## src/rtl/gray_seq_pkg.sv

```systemverilog
// ============================================================================
// Module  : gray_seq_pkg
// Brief   : Shared types, widths and helpers for the Gray-code sequencer.
// Revision: 1.0 - initial release
// ============================================================================
`default_nettype none

package gray_seq_pkg;

    localparam int GSEQ_W = 8;

    typedef enum logic [1:0] {
        IDLE = 2'd0,
        EMIT = 2'd1,
        HOLD = 2'd2,
        RUN  = 2'd3
    } gseq_state_t;

    function automatic logic [3:0] popcount8(input logic [7:0] v);
        logic [3:0] n;
        n = 4'd0;
        for (int i = 0; i < 8; i++) begin
            n = n + {3'd0, v[i]};
        end
        return n;
    endfunction

endpackage

`default_nettype wire

```

## src/rtl/gray_seq_ctrl_if.sv

```systemverilog
// ============================================================================
// Module  : gray_seq_ctrl_if
// Brief   : Control, encoder and stream signals of the Gray sequencer.
//           GRAY_CHECK_EN adds the sticky err output.
// Revision: 1.0 - initial release
// ============================================================================
`default_nettype none

interface gray_seq_ctrl_if;
    import gray_seq_pkg::*;

    logic              start;
    logic              stop;
    logic              up_down;
    logic              load;
    logic [GSEQ_W-1:0] load_val;
    logic [GSEQ_W-1:0] bin_out;
    logic [GSEQ_W-1:0] gray_in;
    logic              out_valid;
    logic              out_ready;
    logic [GSEQ_W-1:0] out_data;
    logic              busy;
    logic              wrap;

`ifdef GRAY_CHECK_EN
    logic              err;

    modport master (
        input  start, stop, up_down, load, load_val, gray_in, out_ready,
        output bin_out, out_valid, out_data, busy, wrap, err
    );

    modport slave (
        output start, stop, up_down, load, load_val, gray_in, out_ready,
        input  bin_out, out_valid, out_data, busy, wrap, err
    );
`else
    modport master (
        input  start, stop, up_down, load, load_val, gray_in, out_ready,
        output bin_out, out_valid, out_data, busy, wrap
    );

    modport slave (
        output start, stop, up_down, load, load_val, gray_in, out_ready,
        input  bin_out, out_valid, out_data, busy, wrap
    );
`endif

endinterface

`default_nettype wire

```

## src/rtl/gray_seq_presc.sv

```systemverilog
// ============================================================================
// Module  : gray_seq_presc
// Brief   : DIV-cycle step prescaler; tick marks the terminal count.
// Revision: 1.0 - initial release
// ============================================================================
`default_nettype none

module gray_seq_presc #(
    parameter int DIV = 4
) (
    input  wire logic clk,
    input  wire logic rst,
    input  wire logic i_clr,
    input  wire logic i_en,
    output logic      o_tick
);

    localparam logic [7:0] c_term = 8'(DIV - 1);

    logic [7:0] presc_q;
    logic [7:0] presc_d;

    always_comb begin
        presc_d = presc_q;
        if (i_clr) begin
            presc_d = 8'd0;
        end else if (i_en) begin
            presc_d = presc_q + 8'd1;
        end
    end

    always_ff @(posedge clk) begin
        if (rst) begin
            presc_q <= 8'd0;
        end else begin
            presc_q <= presc_d;
        end
    end

    assign o_tick = (presc_q == c_term);

endmodule

`default_nettype wire

```

## src/rtl/gray_seq_ctrl.sv

```systemverilog
// ============================================================================
// Module  : gray_seq_ctrl
// Brief   : Binary count sequencer feeding an external Gray encoder and
//           streaming the captured code over valid/ready.
//           Optional macro GRAY_CHECK_EN: sticky err on non-unit-distance words.
// Revision: 1.0 - initial release
// ============================================================================
`default_nettype none

module gray_seq_ctrl
    import gray_seq_pkg::*;
#(
    parameter int WIDTH = GSEQ_W,
    parameter int DIV   = 4
) (
    input  wire logic        clk,
    input  wire logic        rst,
    gray_seq_ctrl_if.master  bus
);

    localparam logic [1:0] c_st_idle = IDLE;
    localparam logic [1:0] c_st_emit = EMIT;
    localparam logic [1:0] c_st_hold = HOLD;
    localparam logic [1:0] c_st_run  = RUN;

    logic [1:0]       state_q,     state_d;
    logic [WIDTH-1:0] count_q,     count_d;
    logic             stop_pend_q, stop_pend_d;
    logic             out_valid_q, out_valid_d;
    logic [WIDTH-1:0] out_data_q,  out_data_d;
    logic             wrap_q,      wrap_d;
`ifdef GRAY_CHECK_EN
    logic             err_q,       err_d;
    logic             have_last_q, have_last_d;
`endif

    logic w_tick;
    logic w_presc_clr;

    gray_seq_presc #(.DIV(DIV)) u_presc (
        .clk    (clk),
        .rst    (rst),
        .i_clr  (w_presc_clr),
        .i_en   (state_q == c_st_run),
        .o_tick (w_tick)
    );

    always_comb begin
        state_d     = state_q;
        count_d     = count_q;
        stop_pend_d = stop_pend_q;
        out_valid_d = out_valid_q;
        out_data_d  = out_data_q;
        wrap_d      = 1'b0;
        w_presc_clr = 1'b0;
`ifdef GRAY_CHECK_EN
        err_d       = err_q;
        have_last_d = have_last_q;
`endif
        case (state_q)
            c_st_idle: begin
                stop_pend_d = 1'b0;
                if (bus.load) begin
                    count_d = bus.load_val;
                end
                if (bus.start) begin
                    state_d = c_st_emit;
`ifdef GRAY_CHECK_EN
                    have_last_d = 1'b0;
`endif
                end
            end
            c_st_emit: begin
                out_data_d  = bus.gray_in;
                out_valid_d = 1'b1;
                state_d     = c_st_hold;
`ifdef GRAY_CHECK_EN
                // out_data_q still holds the previous word of this run
                if (have_last_q && (popcount8(bus.gray_in ^ out_data_q) != 4'd1)) begin
                    err_d = 1'b1;
                end
                have_last_d = 1'b1;
`endif
            end
            c_st_hold: begin
                if (out_valid_q && bus.out_ready) begin
                    out_valid_d = 1'b0;
                    w_presc_clr = 1'b1;
                    if (stop_pend_q || bus.stop) begin
                        state_d     = c_st_idle;
                        stop_pend_d = 1'b0;
                    end else begin
                        state_d = c_st_run;
                    end
                end else if (bus.stop) begin
                    stop_pend_d = 1'b1;
                end
            end
            c_st_run: begin
                if (bus.stop) begin
                    state_d     = c_st_idle;
                    stop_pend_d = 1'b0;
                end else if (w_tick) begin
                    w_presc_clr = 1'b1;
                    state_d     = c_st_emit;
                    if (bus.up_down) begin
                        count_d = count_q + 1'b1;
                        wrap_d  = &count_q;
                    end else begin
                        count_d = count_q - 1'b1;
                        wrap_d  = ~|count_q;
                    end
                end
            end
            default: begin
                state_d = c_st_idle;
            end
        endcase
    end

    always_ff @(posedge clk) begin
        if (rst) begin
            state_q     <= c_st_idle;
            count_q     <= '0;
            stop_pend_q <= 1'b0;
            out_valid_q <= 1'b0;
            out_data_q  <= '0;
            wrap_q      <= 1'b0;
`ifdef GRAY_CHECK_EN
            err_q       <= 1'b0;
            have_last_q <= 1'b0;
`endif
        end else begin
            state_q     <= state_d;
            count_q     <= count_d;
            stop_pend_q <= stop_pend_d;
            out_valid_q <= out_valid_d;
            out_data_q  <= out_data_d;
            wrap_q      <= wrap_d;
`ifdef GRAY_CHECK_EN
            err_q       <= err_d;
            have_last_q <= have_last_d;
`endif
        end
    end

    assign bus.bin_out   = count_q;
    assign bus.out_valid = out_valid_q;
    assign bus.out_data  = out_data_q;
    assign bus.busy      = (state_q != c_st_idle);
    assign bus.wrap      = wrap_q;
`ifdef GRAY_CHECK_EN
    assign bus.err       = err_q;
`endif

endmodule

`default_nettype wire

```

## src/flat_wrapper.sv

```systemverilog
// flat-port wrapper written by rule: the top's interface ports become plain ports
module gray_seq_ctrl_flat import gray_seq_pkg::*;
#(
    parameter int WIDTH = GSEQ_W,
    parameter int DIV   = 4
)
  (clk, rst, bus_start, bus_stop, bus_up_down, bus_load, bus_load_val, bus_gray_in, bus_out_ready, bus_bin_out, bus_out_valid, bus_out_data, bus_busy, bus_wrap);
  gray_seq_ctrl_if bus_i ();
  input  wire logic clk;
  input  wire logic rst;
  input wire logic [$bits(bus_i.start)-1:0] bus_start;
  input wire logic [$bits(bus_i.stop)-1:0] bus_stop;
  input wire logic [$bits(bus_i.up_down)-1:0] bus_up_down;
  input wire logic [$bits(bus_i.load)-1:0] bus_load;
  input wire logic [$bits(bus_i.load_val)-1:0] bus_load_val;
  input wire logic [$bits(bus_i.gray_in)-1:0] bus_gray_in;
  input wire logic [$bits(bus_i.out_ready)-1:0] bus_out_ready;
  output wire logic [$bits(bus_i.bin_out)-1:0] bus_bin_out;
  output wire logic [$bits(bus_i.out_valid)-1:0] bus_out_valid;
  output wire logic [$bits(bus_i.out_data)-1:0] bus_out_data;
  output wire logic [$bits(bus_i.busy)-1:0] bus_busy;
  output wire logic [$bits(bus_i.wrap)-1:0] bus_wrap;
  assign bus_i.start = bus_start;
  assign bus_i.stop = bus_stop;
  assign bus_i.up_down = bus_up_down;
  assign bus_i.load = bus_load;
  assign bus_i.load_val = bus_load_val;
  assign bus_i.gray_in = bus_gray_in;
  assign bus_i.out_ready = bus_out_ready;
  assign bus_bin_out = bus_i.bin_out;
  assign bus_out_valid = bus_i.out_valid;
  assign bus_out_data = bus_i.out_data;
  assign bus_busy = bus_i.busy;
  assign bus_wrap = bus_i.wrap;
  gray_seq_ctrl #(.WIDTH(WIDTH), .DIV(DIV)) u_core (.clk(clk), .rst(rst), .bus(bus_i));
endmodule
```

## config.mk

```make
export PLATFORM = sky130hd
export DESIGN_NAME = gray_seq_ctrl_flat
export DESIGN_NICKNAME = d
export VERILOG_FILES = /design/src/rtl/gray_seq_pkg.sv /design/src/rtl/gray_seq_ctrl_if.sv /design/src/rtl/gray_seq_presc.sv /design/src/rtl/gray_seq_ctrl.sv /design/src/flat_wrapper.sv
export SDC_FILE = /design/constraint.sdc
export NUM_CORES = 1
export LEC_CHECK = 0
export CAP_MARGIN = 15
export CORE_ASPECT_RATIO = 1.4
export CORE_MARGIN = 4
export CORE_UTILIZATION = 25
export DETAILED_ROUTE_END_ITERATION = 8
export GPL_ROUTABILITY_DRIVEN = 0
export GPL_TIMING_DRIVEN = 0
export SYNTH_ARGS = -nofsm -noshare
export SYNTH_HDL_FRONTEND = slang
export SYNTH_HIERARCHICAL = 1
export SYNTH_SLANG_ARGS = --single-unit
```

## constraint.sdc

```tcl
create_clock -name clk -period 2.1 [get_ports clk]
set_clock_uncertainty 0.15 [all_clocks]
set_input_delay 0.42 -clock clk [delete_from_list [all_inputs] [get_ports clk]]
set_output_delay 0.42 -clock clk [all_outputs]
set_load 0.05 [all_outputs]
```

==> results of run 1 <==
==> cells by family after synthesis <==
| kind of cell | count (synthesis) | share of synthesized area, % |
|---|---|---|
| adders and majority gates | 14 | 10.6 |
| AOI/OAI and AO/OA | 46 | 18.6 |
| DFF | 29 | 33.7 |
| buffers and inverters | 16 | 4.65 |
| xor gates and xnor gates | 7 | 3.56 |
| muxes | 13 | 7.55 |
| and+or+nand+nor | 69 | 21.4 |
==> cells in the mapped netlist (3+ instances only) <==
master / n
nand2_1: 10
a211oi_1: 4
mux2i_1: 13
nor2_1: 28
dfxtp_1: 29
o21ai_0: 9
xnor2_1: 4
a21oi_1: 12
inv_1: 7
xor2_1: 3
nand2b_1: 4
nand4_1: 5
clkbuf_1: 3
ha_1: 13
o21ai_1: 3
nor3_1: 4
nor4_1: 5
==> final cells by class <==
class	count	area (sq um)	share of cell area, %
buffer	7	50.0	1.94
clock buffer	7	96.3	3.74
clock inverter	1	5.00	0.194
inverter	8	30.0	1.17
multi-input combinational	149	1170	45.4
sequential	29	589	22.9
tap	92	115	4.47
timing repair buffer	55	519	20.2
==> worst paths after layout <==
check / slack, ns / depth (start not counted) / endpoint
min reg2reg: 0.32 / 2 / u_core/stop_pend_q
max reg2reg: -0.05 / 9 / u_core/bus.bin_out[6]
max: -0.05 / 9 / u_core/bus.bin_out[6]
min: 0.32 / 2 / u_core/stop_pend_q
==> where the power goes <==
group | leakage, nW | internal [mW] | switching (mW)
registers | 0.239 | 0.697 | 0.185
clock network | 0.0542 | 0.296 | 0.207
logic | 0.760 | 0.926 | 1.26
==> metrics by stage <==
step	worst slack, ns	hold WS (ns)	total power, mW	instance area (sq um)
final	-0.0467	0.324	3.57	2570
after global routing	-0.178	0.347	3.81	2570
after CTS	-0.0513	0.321	3.44	2490
after detailed placement	-0.761	0.313	2.78	2280
after global placement	-0.737	0.306	2.76	2280
after floorplan	-0.0592	0.297	2.25	1750
==> state kept, by name (all words and copies together) (netlist names) <==
signal	cells
u_core/bus.bin_out	8
u_core/bus.out_data	8
u_core/stop_pend_q	1
u_core/bus.wrap	1
u_core/u_presc/presc_q	8
u_core/state_q	2
u_core/bus.out_valid	1
==> routing by layer <==
| layer | vias up | share of wire [%] | GRT usage, % |
|---|---|---|---|
| met3 | 6 | 5.2 | 2.80 |
| met2 | 38 | 48 | 18.2 |
| met4 | 0 | 2.0 | 4.75 |
| met5 | - | 0 | 0 |
| li1 | 825 | - | - |
| met1 | 756 | 45 | 12.5 |
==> what timing repair did <==
item / CTS / global route
pin swaps: 9 / 1
endpoints found under the setup margin: 25 / 15
resized for setup: 27 / 9
buffers inserted: 7 / 7
==> worst reg2reg max path: cells and delay by family (launching register included) <==
kind	cells	cell delay, ns
buffers and inverters	2	0.26
DFF	1	0.36
AOI/OAI and AO/OA	3	0.32
adders and majority gates	1	0.13
and+or+nand+nor	3	0.79
==> impl_metrics.py, run 1 <==
metrics = {
    "sta": {
        "fin_crit_ns": 2.15,
        "fmax_mhz": 466,
        "setup_viol": 16,
        "drv_slew": 0,
        "fin_tns_setup_ns": -0.412,
        "final_hold_viol_count": 0,
        "finalCritPeriodShare_pct": 102,
        "worst_slew_pin_slew_ns": 0.618,
        "fin_ws_ns": -0.0467,
        "maxSlewHeadroom_pct": 58.8,
        "rsz0062_at_grt": "true",
    },
    "grt": {
        "antenna_found_initial": 0,
        "overflow": 0,
        "grt_pass1_vias": 1574,
        "track_usage_pct": 10.7,
        "grt_pass1_wl_microns": 7200,
        "grt_max_degree": 11,
    },
    "placed_design": {
        "post-dp-hpwl_microns": 3220,
        "placed_cells": 327,
        "port_buffers": 41,
    },
    "layout": {
        "layoutNonFillerInstCount": 348,
        "fillCellCount": 706,
        "layout_common_cells": "31 x clkdlybuf4s50_1, 26 x dfxtp_1, 22 x nor2_1, 14 x buf_4, 13 x mux2i_1",
        "drive_gt1_share_pct": 23.0,
        "syn_to_final_growth_pct": 49.4,
        "final_common_cell": "clkdlybuf4s50_1",
        "nets": 292,
        "final_util_pct": 38.7,
        "antenna_cells": 0,
    },
    "run_status": {
        "violations": "setup timing",
        "status": "finished, violations left",
    },
    "worst_setup_path": {
        "cp.required_ns": 2.08,
        "worstPathMaxFanout": 8,
        "cp_slowest_cell": "or4b_4",
        "crit_chain": "ha_4 > or4b_4 > nor4_4 > nand3b_4 > o21ai_2 > o21a_4 > buf_8 > buf_12 > a311oi_1",
        "cp-start-kind": "register",
        "cp-end-kind": "register",
        "slowest_delay_ns": 0.47,
        "path_buf_inv": 2,
        "r2r_start": "u_core/u_presc/presc_q[0]",
        "critPathKind": "reg2reg",
        "crit_start": "u_core/u_presc/presc_q[0]",
        "cpLargestDelayFamily": "simple AND/OR/NAND/NOR gates",
        "critPathArrivalTime_ns": 2.13,
    },
    "drt": {
        "routed_wl_microns": 4380,
        "drt-vias-per-instance": 4.67,
        "via_count": 1625,
        "firstDrtPassIters": 4,
        "drcViolationCount": 0,
        "post_drt_wl_per_cell_microns": 12.6,
        "drtIter0Drc": 75,
        "drtAntennaViolNets": 0,
    },
    "synth": {
        "yosys_warnings": 6,
        "yosysTopAreaCellShare_pct": 33.7,
        "synth.largest_area_cell": "dfxtp_1",
        "synthTopCellsByArea": "dfxtp_1 34%, ha_1 9.4%, mux2i_1 7.6%",
        "synth_nets": 231,
        "synthDistinctLibCells": 48,
        "synthesis.area_sq_um": 1720,
        "synth_seq_cells": 29,
        "synth-edff-count": 0,
        "synth-async-reset-ratio_pct": 0,
        "synth_seq_area_share_pct": 33.7,
        "synth_flop_cell": "dfxtp_1",
        "netlist_instances": 194,
        "syn_area_per_cell_sq_um": 8.88,
    },
    "power": {
        "powerDensity_nw_per_um2": 1390,
        "leakage_nw": 1.05,
        "ir_worst_vdd_uv": 955,
    },
    "floorplan": {
        "rows": 35,
        "io_pins": 42,
        "die_w_microns": 78.2,
        "start_util_pct": 25.9,
        "core_area_sq_um": 6660,
        "dieArea_sq_um": 8300,
        "fp.dieH_microns": 106,
    },
    "cts": {
        "tritoncts": "yes",
        "clk_pin_slew_worst_paths_ns": 0.06,
        "insertion_delay_ns": 0.28,
        "ctsHoldBuffers": 0,
        "cts_max_level": 2,
        "cts_root_buf": "clkbuf_8",
        "cts_sinks": 29,
        "numCtsBuffers": 5,
        "clock_path_buffers": 2,
    },
    "hold_path": {
        "hp-class": "reg2reg",
        "min_from": "u_core/stop_pend_q",
    },
    "run": {
        "cap_violations": 0,
    },
}
(Power assumes the default switching activity.)
==> run 2, diff against run 1 <==
Settings changed: SYNTH_HIERARCHICAL 1 to unset.
==> impl_metrics.py, run 2 <==
metrics = {
    "run_status": {
        "status": "finished clean",
    },
    "worst_setup_path": {
        "worstPathMaxFanout": 4,
        "critPathKind": "reg2out",
        "slowest_delay_ns": 0.82,
        "cpLargestDelayFamily": "buffers and inverters",
        "cp.required_ns": 1.53,
        "crit_chain": "clkdlybuf4s50_1",
        "cp-end-kind": "output pin",
        "cp_slowest_cell": "clkdlybuf4s50_1",
        "critPathArrivalTime_ns": 1.47,
        "cp-start-kind": "register",
        "path_buf_inv": 1,
    },
    "drt": {
        "drtIter0Drc": 73,
        "firstDrtPassIters": 5,
        "routed_wl_microns": 4150,
        "drcViolationCount": 0,
        "via_count": 1543,
        "drt-vias-per-instance": 4.82,
        "drtAntennaViolNets": 0,
        "post_drt_wl_per_cell_microns": 13.0,
    },
    "synth": {
        "synthesis.area_sq_um": 1610,
        "synthXorXnorAreaFrac_pct": 6.52,
        "synthTopCellsByArea": "dfxtp_1 36%, nand2_1 9.1%, ha_1 5.4%",
        "synthAdderAreaFrac_pct": 6.67,
        "synth_mux_area_share_pct": 0.621,
        "synth-edff-count": 0,
        "synth_top_family_by_area": "simple AND/OR/NAND/NOR gates",
        "yosysTopAreaCellShare_pct": 36.0,
        "netlist_instances": 196,
        "synth_seq_area_share_pct": 36.0,
        "synth-async-reset-ratio_pct": 0,
        "yosysMostFrequentCell": "nand2_1",
        "synth_nets": 227,
        "synth_flop_cell": "dfxtp_1",
        "syn_area_per_cell_sq_um": 8.23,
        "yosys_warnings": 0,
        "synth_compound_area_share_pct": 20.7,
        "synth_seq_cells": 29,
        "synth_common_cells": "39 x nand2_1, 29 x dfxtp_1, 16 x a21oi_1, 16 x nor2_1, 8 x nand3_1",
        "synthDistinctLibCells": 41,
        "yosys.area_share.simple_pct": 25.8,
        "synth.largest_area_cell": "dfxtp_1",
    },
    "grt": {
        "grt_max_degree": 11,
        "track_usage_pct": 10.9,
        "overflow": 0,
        "antenna_found_initial": 0,
        "grt_pass1_vias": 1415,
        "grt_pass1_wl_microns": 6500,
    },
    "placed_design": {
        "port_buffers": 41,
        "place_ws_ns": -0.630,
        "placed_cells": 309,
        "postPlaceCellArea_sq_um": 2110,
        "post-dp-hpwl_microns": 3130,
    },
    "sta": {
        "hold_slack_ns": 0.305,
        "worst_slew_pin_slew_ns": 0.595,
        "fin_ws_ns": 0.0580,
        "final_hold_viol_count": 0,
        "fin_crit_ns": 2.04,
        "drv_slew": 0,
        "finalCritPeriodShare_pct": 97.2,
        "maxSlewHeadroom_pct": 60.4,
        "setup_viol": 0,
        "fin_tns_setup_ns": 0,
        "fmax_mhz": 490,
    },
    "layout": {
        "layoutNonFillerInstCount": 320,
        "seq_area_sq_um": 586,
        "nets": 278,
        "final_common_cell": "nand2_1",
        "fillCellCount": 658,
        "antenna_cells": 0,
        "layout_common_cells": "39 x nand2_1, 31 x clkdlybuf4s50_1, 27 x dfxtp_1, 16 x nor2_1, 16 x a21oi_1",
        "final_util_pct": 35.8,
        "syn_to_final_growth_pct": 38.6,
        "drive_gt1_share_pct": 11.3,
        "multi_input_area_sq_um": 986,
        "stdcell_area_sq_um": 2240,
    },
    "floorplan": {
        "start_util_pct": 25.8,
        "core_area_sq_um": 6250,
        "io_pins": 42,
        "die_w_microns": 75.9,
        "dieArea_sq_um": 7820,
        "rows": 34,
        "fp.dieH_microns": 103,
    },
    "hold_path": {
        "hp-class": "reg2reg",
    },
    "cts": {
        "clock_path_buffers": 2,
        "insertion_delay_ns": 0.28,
        "clk_pin_slew_worst_paths_ns": 0.06,
        "ctsHoldBuffers": 0,
        "cts_root_buf": "clkbuf_8",
        "cts_max_level": 2,
        "cts_sinks": 29,
        "numCtsBuffers": 5,
        "tritoncts": "yes",
    },
    "power": {
        "power_mw": 1.55,
        "ir_worst_vdd_uv": 246,
        "leakage_nw": 0.894,
        "powerDensity_nw_per_um2": 692,
    },
    "run": {
        "cap_violations": 0,
    },
}
run 2: cell count changes after synthesis, moves of 3 or more:
cell	change
xor2_1	+4
o21ai_1	-3
mux2i_1	-12
a21oi_1	+4
nor2_1	-12
nand2_1	+29
o211ai_1	+3
nor4_1	-4
nand3_1	+7
ha_1	-6
inv_1	-3
run 2: cells by family after synthesis:
logic type | count (synthesis)
and+or+nand+nor | 86
adders and majority gates | 8
DFF | 29
buffers and inverters | 11
muxes | 1
xor gates and xnor gates | 12
AOI/OAI and AO/OA | 49
run 2: where the power goes:
group / leakage, nW / internal [mW] / switching (mW)
combinational: 0.602 / 0.172 / 0.242
sequential: 0.238 / 0.579 / 0.0400
clock: 0.0542 / 0.296 / 0.218
total: 0.894 / 1.05 / 0.500
run 2: area by class of cell:
cell class,count,area share [%]
inverter,4,0.672
multi-input combinational,156,44.1
buffer,7,2.01
sequential,29,26.2
clock inverter,1,0.224
clock buffer,7,4.31
tap,72,4.03
timing repair buffer,44,18.5
run 2: repair_timing:
item | in CTS | in global routing
pin swaps | 0 | 1
setup buffers | 0 | 3
gates resized for setup | 15 | 6
setup endpoints to repair | 15 | 7
run 2: per-layer routing:
metal | share of wire (%) | routed length, microns | track usage, % | up-vias
li1 | - | - | - | 804
met1 | 41 | 1690 | 12.0 | 693
met2 | 51 | 2130 | 19.3 | 39
met3 | 6.1 | 254 | 2.24 | 7
met4 | 1.9 | 78 | 5.25 | 0
met5 | 0 | 0 | 0 | -
run 2: worst reg2reg max path: stages (launching register included):
cell      delay, ns
dfxtp_2        0.38
ha_4           0.16
or4b_1         0.46
nand4b_4       0.24
nand2_4        0.14
buf_12         0.14
nor2_2         0.04
a311oi_2       0.22
run 2: path summary, 6_finish.rpt:
path | start | end | slack, ns | cells after the start
worst min register to register | u_core.bus.out_data[2] | u_core.bus.out_data[2] | 0.31 | 2
worst max register to register | u_core.u_presc.presc_q[1] | u_core.bus.bin_out[4] | 0.11 | 7
worst max-delay path | u_core.bus.out_valid | bus_out_valid | 0.06 | 1
worst min-delay path | u_core.bus.out_data[2] | u_core.bus.out_data[2] | 0.31 | 2
==> run 3, diff against run 2 <==
Settings changed: ABC_AREA set to 1, ABC_CLOCK_PERIOD_IN_PS set to 2100, SYNTH_HIERARCHICAL set to 1.
==> impl_metrics.py, run 3 <==
metrics = {
    "sta": {
        "worst_slew_pin_slew_ns": 0.515,
        "fin_crit_ns": 2.05,
        "final_hold_viol_count": 0,
        "fin_ws_ns": 0.0474,
        "drv_slew": 0,
        "setup_viol": 0,
        "finalCritPeriodShare_pct": 97.7,
        "fmax_mhz": 487,
        "maxSlewHeadroom_pct": 65.5,
        "hold_slack_ns": 0.336,
    },
    "layout": {
        "fillCellCount": 726,
        "antenna_cells": 0,
        "layout_common_cells": "57 x nand2_1, 42 x nor2_1, 33 x clkdlybuf4s50_1, 28 x inv_1, 28 x dfxtp_1",
        "syn_to_final_growth_pct": 38.4,
        "nets": 348,
        "final_common_cell": "nand2_1",
        "final_util_pct": 36.4,
        "drive_gt1_share_pct": 9.62,
    },
    "grt": {
        "grt_pass1_vias": 1716,
        "grt_pass1_wl_microns": 7780,
        "grt_max_degree": 14,
        "overflow": 0,
        "antenna_found_initial": 0,
        "track_usage_pct": 11.6,
    },
    "cts": {
        "clk_pin_slew_worst_paths_ns": 0.07,
        "insertion_delay_ns": 0.28,
        "cts_root_buf": "clkbuf_8",
        "ctsHoldBuffers": 0,
        "cts_max_level": 2,
        "tritoncts": "yes",
        "numCtsBuffers": 5,
        "clock_path_buffers": 2,
        "cts_setup_buffers": 0,
        "cts_sinks": 29,
    },
    "placed_design": {
        "post-dp-hpwl_microns": 3480,
        "port_buffers": 41,
        "place_ws_ns": -0.432,
    },
    "run": {
        "cap_violations": 0,
    },
    "synth": {
        "synth-async-reset-ratio_pct": 0,
        "synth.largest_area_cell": "dfxtp_1",
        "syn_area_per_cell_sq_um": 6.70,
        "netlist_instances": 263,
        "synth_common_cells": "57 x nand2_1, 43 x nor2_1, 29 x dfxtp_1, 29 x inv_1, 20 x a21oi_1",
        "synth_seq_cells": 29,
        "synth_nets": 300,
        "synthesis.area_sq_um": 1760,
        "synthDistinctLibCells": 29,
        "yosysTopAreaCellShare_pct": 33.0,
        "synth_seq_area_share_pct": 33.0,
        "yosysMostFrequentCell": "nand2_1",
        "synth_flop_cell": "dfxtp_1",
        "synth-edff-count": 0,
        "synthTopCellsByArea": "dfxtp_1 33%, nand2_1 12%, ha_1 9.2%",
        "yosys_warnings": 6,
    },
    "worst_setup_path": {
        "worstPathMaxFanout": 4,
        "crit_chain": "clkdlybuf4s50_1",
        "critPathKind": "reg2out",
        "path_buf_inv": 1,
        "cp-start-kind": "register",
        "slowest_delay_ns": 0.82,
        "cpLargestDelayFamily": "buffers and inverters",
        "critPathArrivalTime_ns": 1.48,
        "cp-end-kind": "output pin",
        "cp_slowest_cell": "clkdlybuf4s50_1",
        "cp.required_ns": 1.53,
    },
    "drt": {
        "via_count": 1796,
        "drtAntennaViolNets": 0,
        "drcViolationCount": 0,
        "firstDrtPassIters": 4,
        "routed_wl_microns": 4670,
        "drtIter0Drc": 85,
        "drt-vias-per-instance": 4.45,
        "post_drt_wl_per_cell_microns": 11.6,
    },
    "power": {
        "leakage_nw": 1.13,
        "powerDensity_nw_per_um2": 1410,
        "power_mw": 3.45,
        "ir_worst_vdd_uv": 603,
    },
    "floorplan": {
        "die_w_microns": 78.9,
        "io_pins": 42,
        "core_area_sq_um": 6700,
        "start_util_pct": 26.3,
        "fp.dieH_microns": 107,
        "dieArea_sq_um": 8470,
        "rows": 35,
    },
    "hold_path": {
        "hp-class": "reg2reg",
    },
    "run_status": {
        "status": "finished clean",
    },
}
[run 3: changes by cell type in the layout (fill, tap and decap cells not counted), sizes merged, moves of 6 or more]
cell / previous run / this run
inv: 4 / 34
nor2: 18 / 47
nand2: 40 / 58
o21ai: 7 / 21
nand3: 8 / 17
xor2: 7 / 0
ha: 7 / 13
[run 3: worst paths after layout]
path	from	endpoint	slack, ns	depth (start not counted)
max reg2reg	u_core/u_presc/presc_q[1]	u_core/bus.bin_out[3]	0.14	9
min	u_core/u_presc/presc_q[0]	u_core/u_presc/presc_q[0]	0.34	1
max	u_core/bus.bin_out[6]	bus_bin_out[6]	0.05	1
min reg2reg	u_core/u_presc/presc_q[0]	u_core/u_presc/presc_q[0]	0.34	1
[run 3: per-layer routing]
metal	GRT usage [%]	wire length (microns)	vias up	share of wire, %
li1	-	-	950	-
met1	12.8	2010	788	43
met2	20.1	2210	54	47
met3	4.69	402	4	8.6
met4	4.05	51	0	1.1
met5	0	0	-	0
[run 3: cell type report]
cell class                 instances  area, sq um  share of cell area, %
sequential                        29          582                   23.9
clock inverter                     1         30.0                   1.23
timing repair buffer              41          412                   16.9
buffer                             4         23.8                  0.975
clock buffer                       7         86.3                   3.54
inverter                          36          138                   5.64
multi-input combinational        194         1050                   43.2
tap                               92          115                   4.72
[run 3: cells by family after synthesis]
| family | count (synthesis) | share of synthesized area (%) |
|---|---|---|
| fa+ha+maj | 14 | 10.4 |
| compound gates | 48 | 15.3 |
| simple gates | 132 | 32.3 |
| buf+inv | 40 | 9.02 |
| flops | 29 | 33.0 |
[run 3: per-stage QoR]
stage	cell area, sq um	cells	TNS (ns)
floorplan	1760	263	0
global placement	2290	396	-2.29
detailed placement	2290	396	-2.76
CTS	2420	404	0
global route	2440	404	-0.00994
finish	2440	404	0
[run 3: what timing repair did]
item | CTS | global route
endpoints found under the hold margin | 0 | 0
gates resized for setup | 11 | 10
setup endpoints to repair | 8 | 12
[run 3: power by group]
group,total (mW),leakage [nW],internal (mW),switching [mW]
sequential,0.864,0.238,0.719,0.145
clock,0.602,0.0585,0.386,0.216
combinational,1.98,0.830,0.662,1.32
total,3.45,1.13,1.77,1.68
